File: src/rtl/timer_irq_sched_pkg.sv
// Shared definitions for the timer interrupt scheduler: register offsets,
// FSM state encodings and the width of the serviced-source id.
package timer_irq_sched_pkg;

  // Width of irq_id and of the CUR id field (supports up to 8 sources)
  localparam int ID_W = 3;

  // Word offsets decoded from Addr[3:2]
  localparam logic [1:0] REG_PEND = 2'd0;
  localparam logic [1:0] REG_MASK = 2'd1;
  localparam logic [1:0] REG_CUR  = 2'd2;
  localparam logic [1:0] REG_EOI  = 2'd3;

  // Scheduler FSM states
  typedef enum logic [1:0] {
    ST_IDLE   = 2'd0,
    ST_ARB    = 2'd1,
    ST_ACTIVE = 2'd2
  } state_t;

endpackage

File: src/rtl/timer_irq_sched_prio_pick.sv
// Winner selection for the timer interrupt scheduler. Grants the request
// closest to i_start when walking upward with wrap-around. With i_start
// held at 0 this is a plain lowest-index fixed priority encoder.
module irq_prio_pick
  import timer_irq_sched_pkg::*;
#(
  parameter int NSRC = 4
) (
  input  logic [NSRC-1:0] i_req,
  input  logic [ID_W-1:0] i_start,
  output logic            o_valid,
  output logic [ID_W-1:0] o_id
);

  int w_dist;
  int w_best;

  // Pick the requesting source with the smallest rotated distance from i_start
  always_comb begin
    w_dist  = 0;
    w_best  = NSRC;
    o_id    = '0;
    o_valid = |i_req;
    for (int i = 0; i < NSRC; i++) begin
      w_dist = i - int'(i_start);
      if (w_dist < 0) w_dist = w_dist + NSRC;
      if (i_req[i] && (w_dist < w_best)) begin
        w_best = w_dist;
        o_id   = ID_W'(i);
      end
    end
  end

endmodule

File: src/rtl/timer_irq_sched.sv
// Timer interrupt scheduler: edge-captures timer IRQ levels into PEND,
// arbitrates over PEND & MASK and services one source at a time until
// the CPU writes EOI.
// Optional feature: define TIMER_IRQ_SCHED_RR_EN for round-robin
// arbitration (default build is lowest-index fixed priority).
//
// Bus handshake: single-cycle register port with no valid/ready. A write
// takes effect at the rising edge where WE=1; Dout is combinational from
// Addr[3:2] and the current register state.
module timer_irq_sched
  import timer_irq_sched_pkg::*;
#(
  parameter int NSRC = 4
) (
  input  logic            clk,
  input  logic            reset,
  input  logic [31:2]     Addr,
  input  logic            WE,
  input  logic [31:0]     Din,
  output logic [31:0]     Dout,
  input  logic [NSRC-1:0] irq_in,
  output logic            irq_out,
  output logic [ID_W-1:0] irq_id,
  output logic [1:0]      o_dbg_state
);

  state_t            r_state;
  logic [NSRC-1:0]   r_pend;
  logic [NSRC-1:0]   r_mask;
  logic [NSRC-1:0]   r_irq_prev;
  logic [ID_W-1:0]   r_irq_id;
  logic              r_irq_out;

  logic [1:0]        w_addr;
  logic              w_wr_pend;
  logic              w_wr_mask;
  logic              w_wr_eoi;
  logic [NSRC-1:0]   w_edge;
  logic [NSRC-1:0]   w_req;
  logic [NSRC-1:0]   w_w1c;
  logic [NSRC-1:0]   w_arb_clr;
  logic [ID_W-1:0]   w_start;
  logic              w_pick_valid;
  logic [ID_W-1:0]   w_pick_id;
  logic              w_grant;
  logic              w_unused_ok;

  assign w_addr    = Addr[3:2];
  assign w_wr_pend = WE && (w_addr == REG_PEND);
  assign w_wr_mask = WE && (w_addr == REG_MASK);
  assign w_wr_eoi  = WE && (w_addr == REG_EOI);
  assign w_edge    = irq_in & ~r_irq_prev;
  assign w_req     = r_pend & r_mask;
  assign w_w1c     = w_wr_pend ? Din[NSRC-1:0] : '0;
  assign w_grant   = (r_state == ST_ARB) && w_pick_valid;

  // Only Addr[3:2] and Din[NSRC-1:0] carry meaning
  assign w_unused_ok = &{1'b0, Addr[31:4], Din[31:NSRC]};

`ifdef TIMER_IRQ_SCHED_RR_EN
  logic [ID_W-1:0] r_rr_ptr;

  // Round-robin pointer: next search starts just past the last grant
  always_ff @(posedge clk or negedge reset) begin
    if (!reset) begin
      r_rr_ptr <= '0;
    end else if (w_grant) begin
      r_rr_ptr <= (w_pick_id == ID_W'(NSRC - 1)) ? '0 : (w_pick_id + 1'b1);
    end
  end

  assign w_start = r_rr_ptr;
`else
  assign w_start = '0;
`endif

  irq_prio_pick #(
    .NSRC (NSRC)
  ) u_pick (
    .i_req   (w_req),
    .i_start (w_start),
    .o_valid (w_pick_valid),
    .o_id    (w_pick_id)
  );

  // One-hot clear of the winning source's PEND bit on grant
  always_comb begin
    w_arb_clr = '0;
    for (int i = 0; i < NSRC; i++) begin
      if (w_grant && (w_pick_id == ID_W'(i))) w_arb_clr[i] = 1'b1;
    end
  end

  // PEND/MASK/history: a new edge always wins over W1C or grant clear
  always_ff @(posedge clk or negedge reset) begin
    if (!reset) begin
      r_pend     <= '0;
      r_mask     <= '0;
      r_irq_prev <= '0;
    end else begin
      r_irq_prev <= irq_in;
      r_pend     <= (r_pend & ~w_w1c & ~w_arb_clr) | w_edge;
      if (w_wr_mask) r_mask <= Din[NSRC-1:0];
    end
  end

  // Scheduler FSM with registered irq_out and irq_id
  always_ff @(posedge clk or negedge reset) begin
    if (!reset) begin
      r_state   <= ST_IDLE;
      r_irq_id  <= '0;
      r_irq_out <= 1'b0;
    end else begin
      case (r_state)
        ST_IDLE: begin
          if (|w_req) r_state <= ST_ARB;
        end
        ST_ARB: begin
          if (w_pick_valid) begin
            r_irq_id  <= w_pick_id;
            r_irq_out <= 1'b1;
            r_state   <= ST_ACTIVE;
          end else begin
            r_state <= ST_IDLE;
          end
        end
        ST_ACTIVE: begin
          if (w_wr_eoi) begin
            r_irq_out <= 1'b0;
            r_state   <= ST_IDLE;
          end
        end
        default: begin
          r_irq_out <= 1'b0;
          r_state   <= ST_IDLE;
        end
      endcase
    end
  end

  // Combinational register read mux
  always_comb begin
    Dout = '0;
    case (w_addr)
      REG_PEND: Dout = {{(32 - NSRC){1'b0}}, r_pend};
      REG_MASK: Dout = {{(32 - NSRC){1'b0}}, r_mask};
      REG_CUR:  Dout = {(r_state == ST_ACTIVE), 28'b0, r_irq_id};
      default:  Dout = '0;
    endcase
  end

  assign irq_out     = r_irq_out;
  assign irq_id      = r_irq_id;
  assign o_dbg_state = r_state;

endmodule
File: config.mk
export PLATFORM = sky130hd
export DESIGN_NAME = timer_irq_sched
export DESIGN_NICKNAME = d
export VERILOG_FILES = /design/src/rtl/timer_irq_sched_pkg.sv /design/src/rtl/timer_irq_sched_prio_pick.sv /design/src/rtl/timer_irq_sched.sv
export SDC_FILE = /design/constraint.sdc
export NUM_CORES = 1
export LEC_CHECK = 0
export CAP_MARGIN = 10
export CORE_MARGIN = 8
export CORE_UTILIZATION = 26
export CTS_CLUSTER_SIZE = 30
export DETAILED_ROUTE_END_ITERATION = 12
export PLACE_DENSITY = 0.84
export REMOVE_ABC_BUFFERS = 1
export SLEW_MARGIN = 10
export SYNTH_ARGS = -nofsm -noshare
export SYNTH_HDL_FRONTEND = slang
export SYNTH_SLANG_ARGS = --single-unit
File: constraint.sdc
create_clock -name clk -period 1.2 [get_ports clk]
set_clock_uncertainty 0.05 [all_clocks]
set_input_delay 0.12 -clock clk [delete_from_list [all_inputs] [get_ports clk]]
set_output_delay 0.12 -clock clk [all_outputs]
set_load 0.02 [all_outputs]
==> metrics.txt <==
crit path buf inv count=1; number of global-route vias before repair=between 800 and 900; cts bufs inserted=3; Max-Cap Viols=0; Synth Area in Simple Gates=about an eighth; delay-heaviest family, CP=flip-flops; Max stage delay cell, worst path=dfrtp_1; Synth Area in Compound Gates=12.9%; failing checks=setup timing; clock sinks=17; Highest Clock Rate=a little under 800 MHz; nets=214; DRT iter0 DRCs=13; Hold Vio Cnt, Final=0; reg-to-reg critical path startpoint=o_dbg_state[1]; most common cell after layout, fill and taps aside=conb_1; wire length per cell=between 10 and 15 µm; mean post-synth cell area=~10 µm²; Worst Slack Setup Final=-0.0890 ns; worst hold slack=0.139 ns; Worst R2R End=r_pend[2]; largest net degree at the start of global routing=18; adder-cell share of the synthesized area=0%; io pins=about 110; largest family of logic cells by synthesized area=buffers and inverters; Hold Path Class=in -> async; grt ovf=0; largest area contributor in the netlist=dfrtp_1; Via density=4.28; Pwr per Cell Area=between 1500 and 2000 nW/µm²; DRT antenna net count=0; Combinational Power Share=~54%; clock power share=about 16%; area delta synth->final=39.8%; placer congestion estimate=between 0.8 and 0.9; Clock Tree Root=clkbuf_8; DP Wirelength=roughly 2000 µm; Core Region=about 3700 µm²; minimum clock period=1.29 ns; first-pass GRT wire length=4220 µm; Internal=1.67 mW; CP peak stage delay=between 0.3 and 0.4 ns; Initial Util=between 20 and 30%; VDD IR max=roughly 940 µV; # DRC=0; CTS Buffer Depth=2; max-slew violation count=0; critical path cell sequence=buf_6 -> and2b_2 -> nand4_1 -> a32o_1; Ant. Diodes=0; R2R setup slack=-0.09 ns; CTS tree=yes; Synth Cell Area=~1000 µm²; 1st-pass router iterations=4; total number of vias=a little over 800; Die Y=just under 80 µm; DRT Wirelength=around 2700 µm; Sw Share=39.8%; H-tree depth=1; Distinct cells, synth=25; die width=78.6 µm; Crit. End Element=flop; Clock Latency Late Sink=~0.25 ns; endpoints failing setup=7; kind of critical path=reg -> reg; Worst setup SP type=flop; Yosys warnings=0; layout cells sized above 1=a little over a third; Setup WS pre-CTS=-0.745 ns; synthesized flop and latch total=17; Crit path arrival time=1.39 ns; Filler Cell Count=roughly 370; commonest non-fill, non-tap cells in the layout=conb_1, dfrtp_1, buf_4, clkdlybuf4s50_1, nand2_1; RSZ-0062 raised after global routing=yes; Post-Synth XOR/XNOR Area=0%; TNS Setup=-0.382 ns; Synth top area share=between 40% and 50%; r2r worst-path depth=4; Mapped Cells=between 100 and 150; Buffers on Ports=22; sequential share of power=a little under a third; Crit Path Max Fanout=5; Clock transition at path regs=~0.07 ns; Leakage=0.665 nW; status=finished with violations; top cells by area, synth=dfrtp_1, buf_4, mux2_2, mux2i_1, a32o_1; GRT Util Overall=8.71%; hold buffers post-CTS=0; CP required=between 1 and 1.5 ns; row cnt=22; fin crit share=107%; antenna violations before repair=0; mux share of post-synthesis cell area=8.35%; Psw=~1.1 mW; die area=about 6000 µm²; sequential area share after synthesis=between 40% and 50%
cell usage after synthesis:
master / number
a211oi_1: 2
a21oi_1: 3
a22o_1: 3
a22oi_1: 1
a31oi_1: 2
a32o_1: 3
and2b_2: 1
buf_4: 29
buf_6: 1
conb_1: 1
dfrtp_1: 17
inv_1: 4
mux2_2: 4
mux2i_1: 4
nand2_1: 8
nand3_1: 1
nand3b_1: 1
nand4_1: 1
nand4bb_1: 1
nor2_1: 4
nor2b_1: 2
nor3_1: 1
nor3b_1: 2
nor3b_2: 1
o21ai_0: 5
per-layer routing:
layer  vias up  GRT usage, %  share of wire, %
li1        381             -                 -
met1       394          8.45                37
met2        37          15.6                52
met3         9          2.62               7.0
met4         0          5.93               3.9
met5         -             0                 0
cell type report:
type                       instances  area [µm²]  share of cell area, %
multi-input combinational         78         529                   37.2
sequential                        17         425                   29.9
inverter                           4        15.0                   1.05
tap                               48        60.1                   4.22
timing repair buffer              41         349                   24.5
clock buffer                       4        45.0                   3.16
worst max-delay path by stage:
stage                     end  depth (start not counted)  slack [ns]            from
floorplan            Dout[31]                          2       -0.09  o_dbg_state[1]
global route        r_pend[2]                          4       -0.13  o_dbg_state[1]
global placement     Dout[31]                          4       -0.75         Addr[2]
detailed placement   Dout[31]                          4       -0.75         Addr[2]
finish              r_pend[2]                          4       -0.09  o_dbg_state[1]
CTS                 r_pend[2]                          4       -0.08  o_dbg_state[1]
worst reg2reg max path: stages (launching register included):
cell,delay [ns]
dfrtp_1,0.39
buf_6,0.12
and2b_2,0.28
nand4_1,0.12
a32o_1,0.23
state kept, by name (all words and copies together) (netlist names):
register	count
r_mask	4
irq_id	2
irq_out	1
r_irq_prev	4
o_dbg_state	2
r_pend	4
kinds of logic after synthesis:
| group | after synthesis |
|---|---|
| other | 1 |
| multiplexers | 8 |
| flip-flops | 17 |
| AND/OR/NAND/NOR | 23 |
| AO/OA/AOI/OAI | 19 |
| buffers and inverters | 34 |
what timing repair did:
item	in CTS	in global routing
cloned	0	0
resized for setup	62	13
buffers inserted	1	1
hold endpoints to repair	0	0
setup endpoints to repair	22	15
pin swaps	9	4
through the flow:
stage / cells / power (mW) / area, µm² / utilization, %
3_3_place_gp: 186 / 2.13 / 1300 / 34.9
5_1_grt: 192 / 2.95 / 1420 / 38.3
4_1_cts: 191 / 2.65 / 1390 / 37.3
3_5_place_dp: 186 / 2.16 / 1300 / 34.9
6_report: 192 / 2.78 / 1420 / 38.3
2_1_floorplan: 99 / 1.48 / 891 / -
power by group through the flow:
stage | sequential, mW | combinational, mW | clock (mW)
2_1_floorplan | 0.987 | 0.493 | 0
3_3_place_gp | 0.830 | 1.30 | 0
3_5_place_dp | 0.833 | 1.32 | 0
5_1_grt | 0.868 | 1.62 | 0.457
4_1_cts | 0.833 | 1.38 | 0.435
6_report | 0.845 | 1.50 | 0.433
No activity file was read; power rests on OpenSTA's default activity.
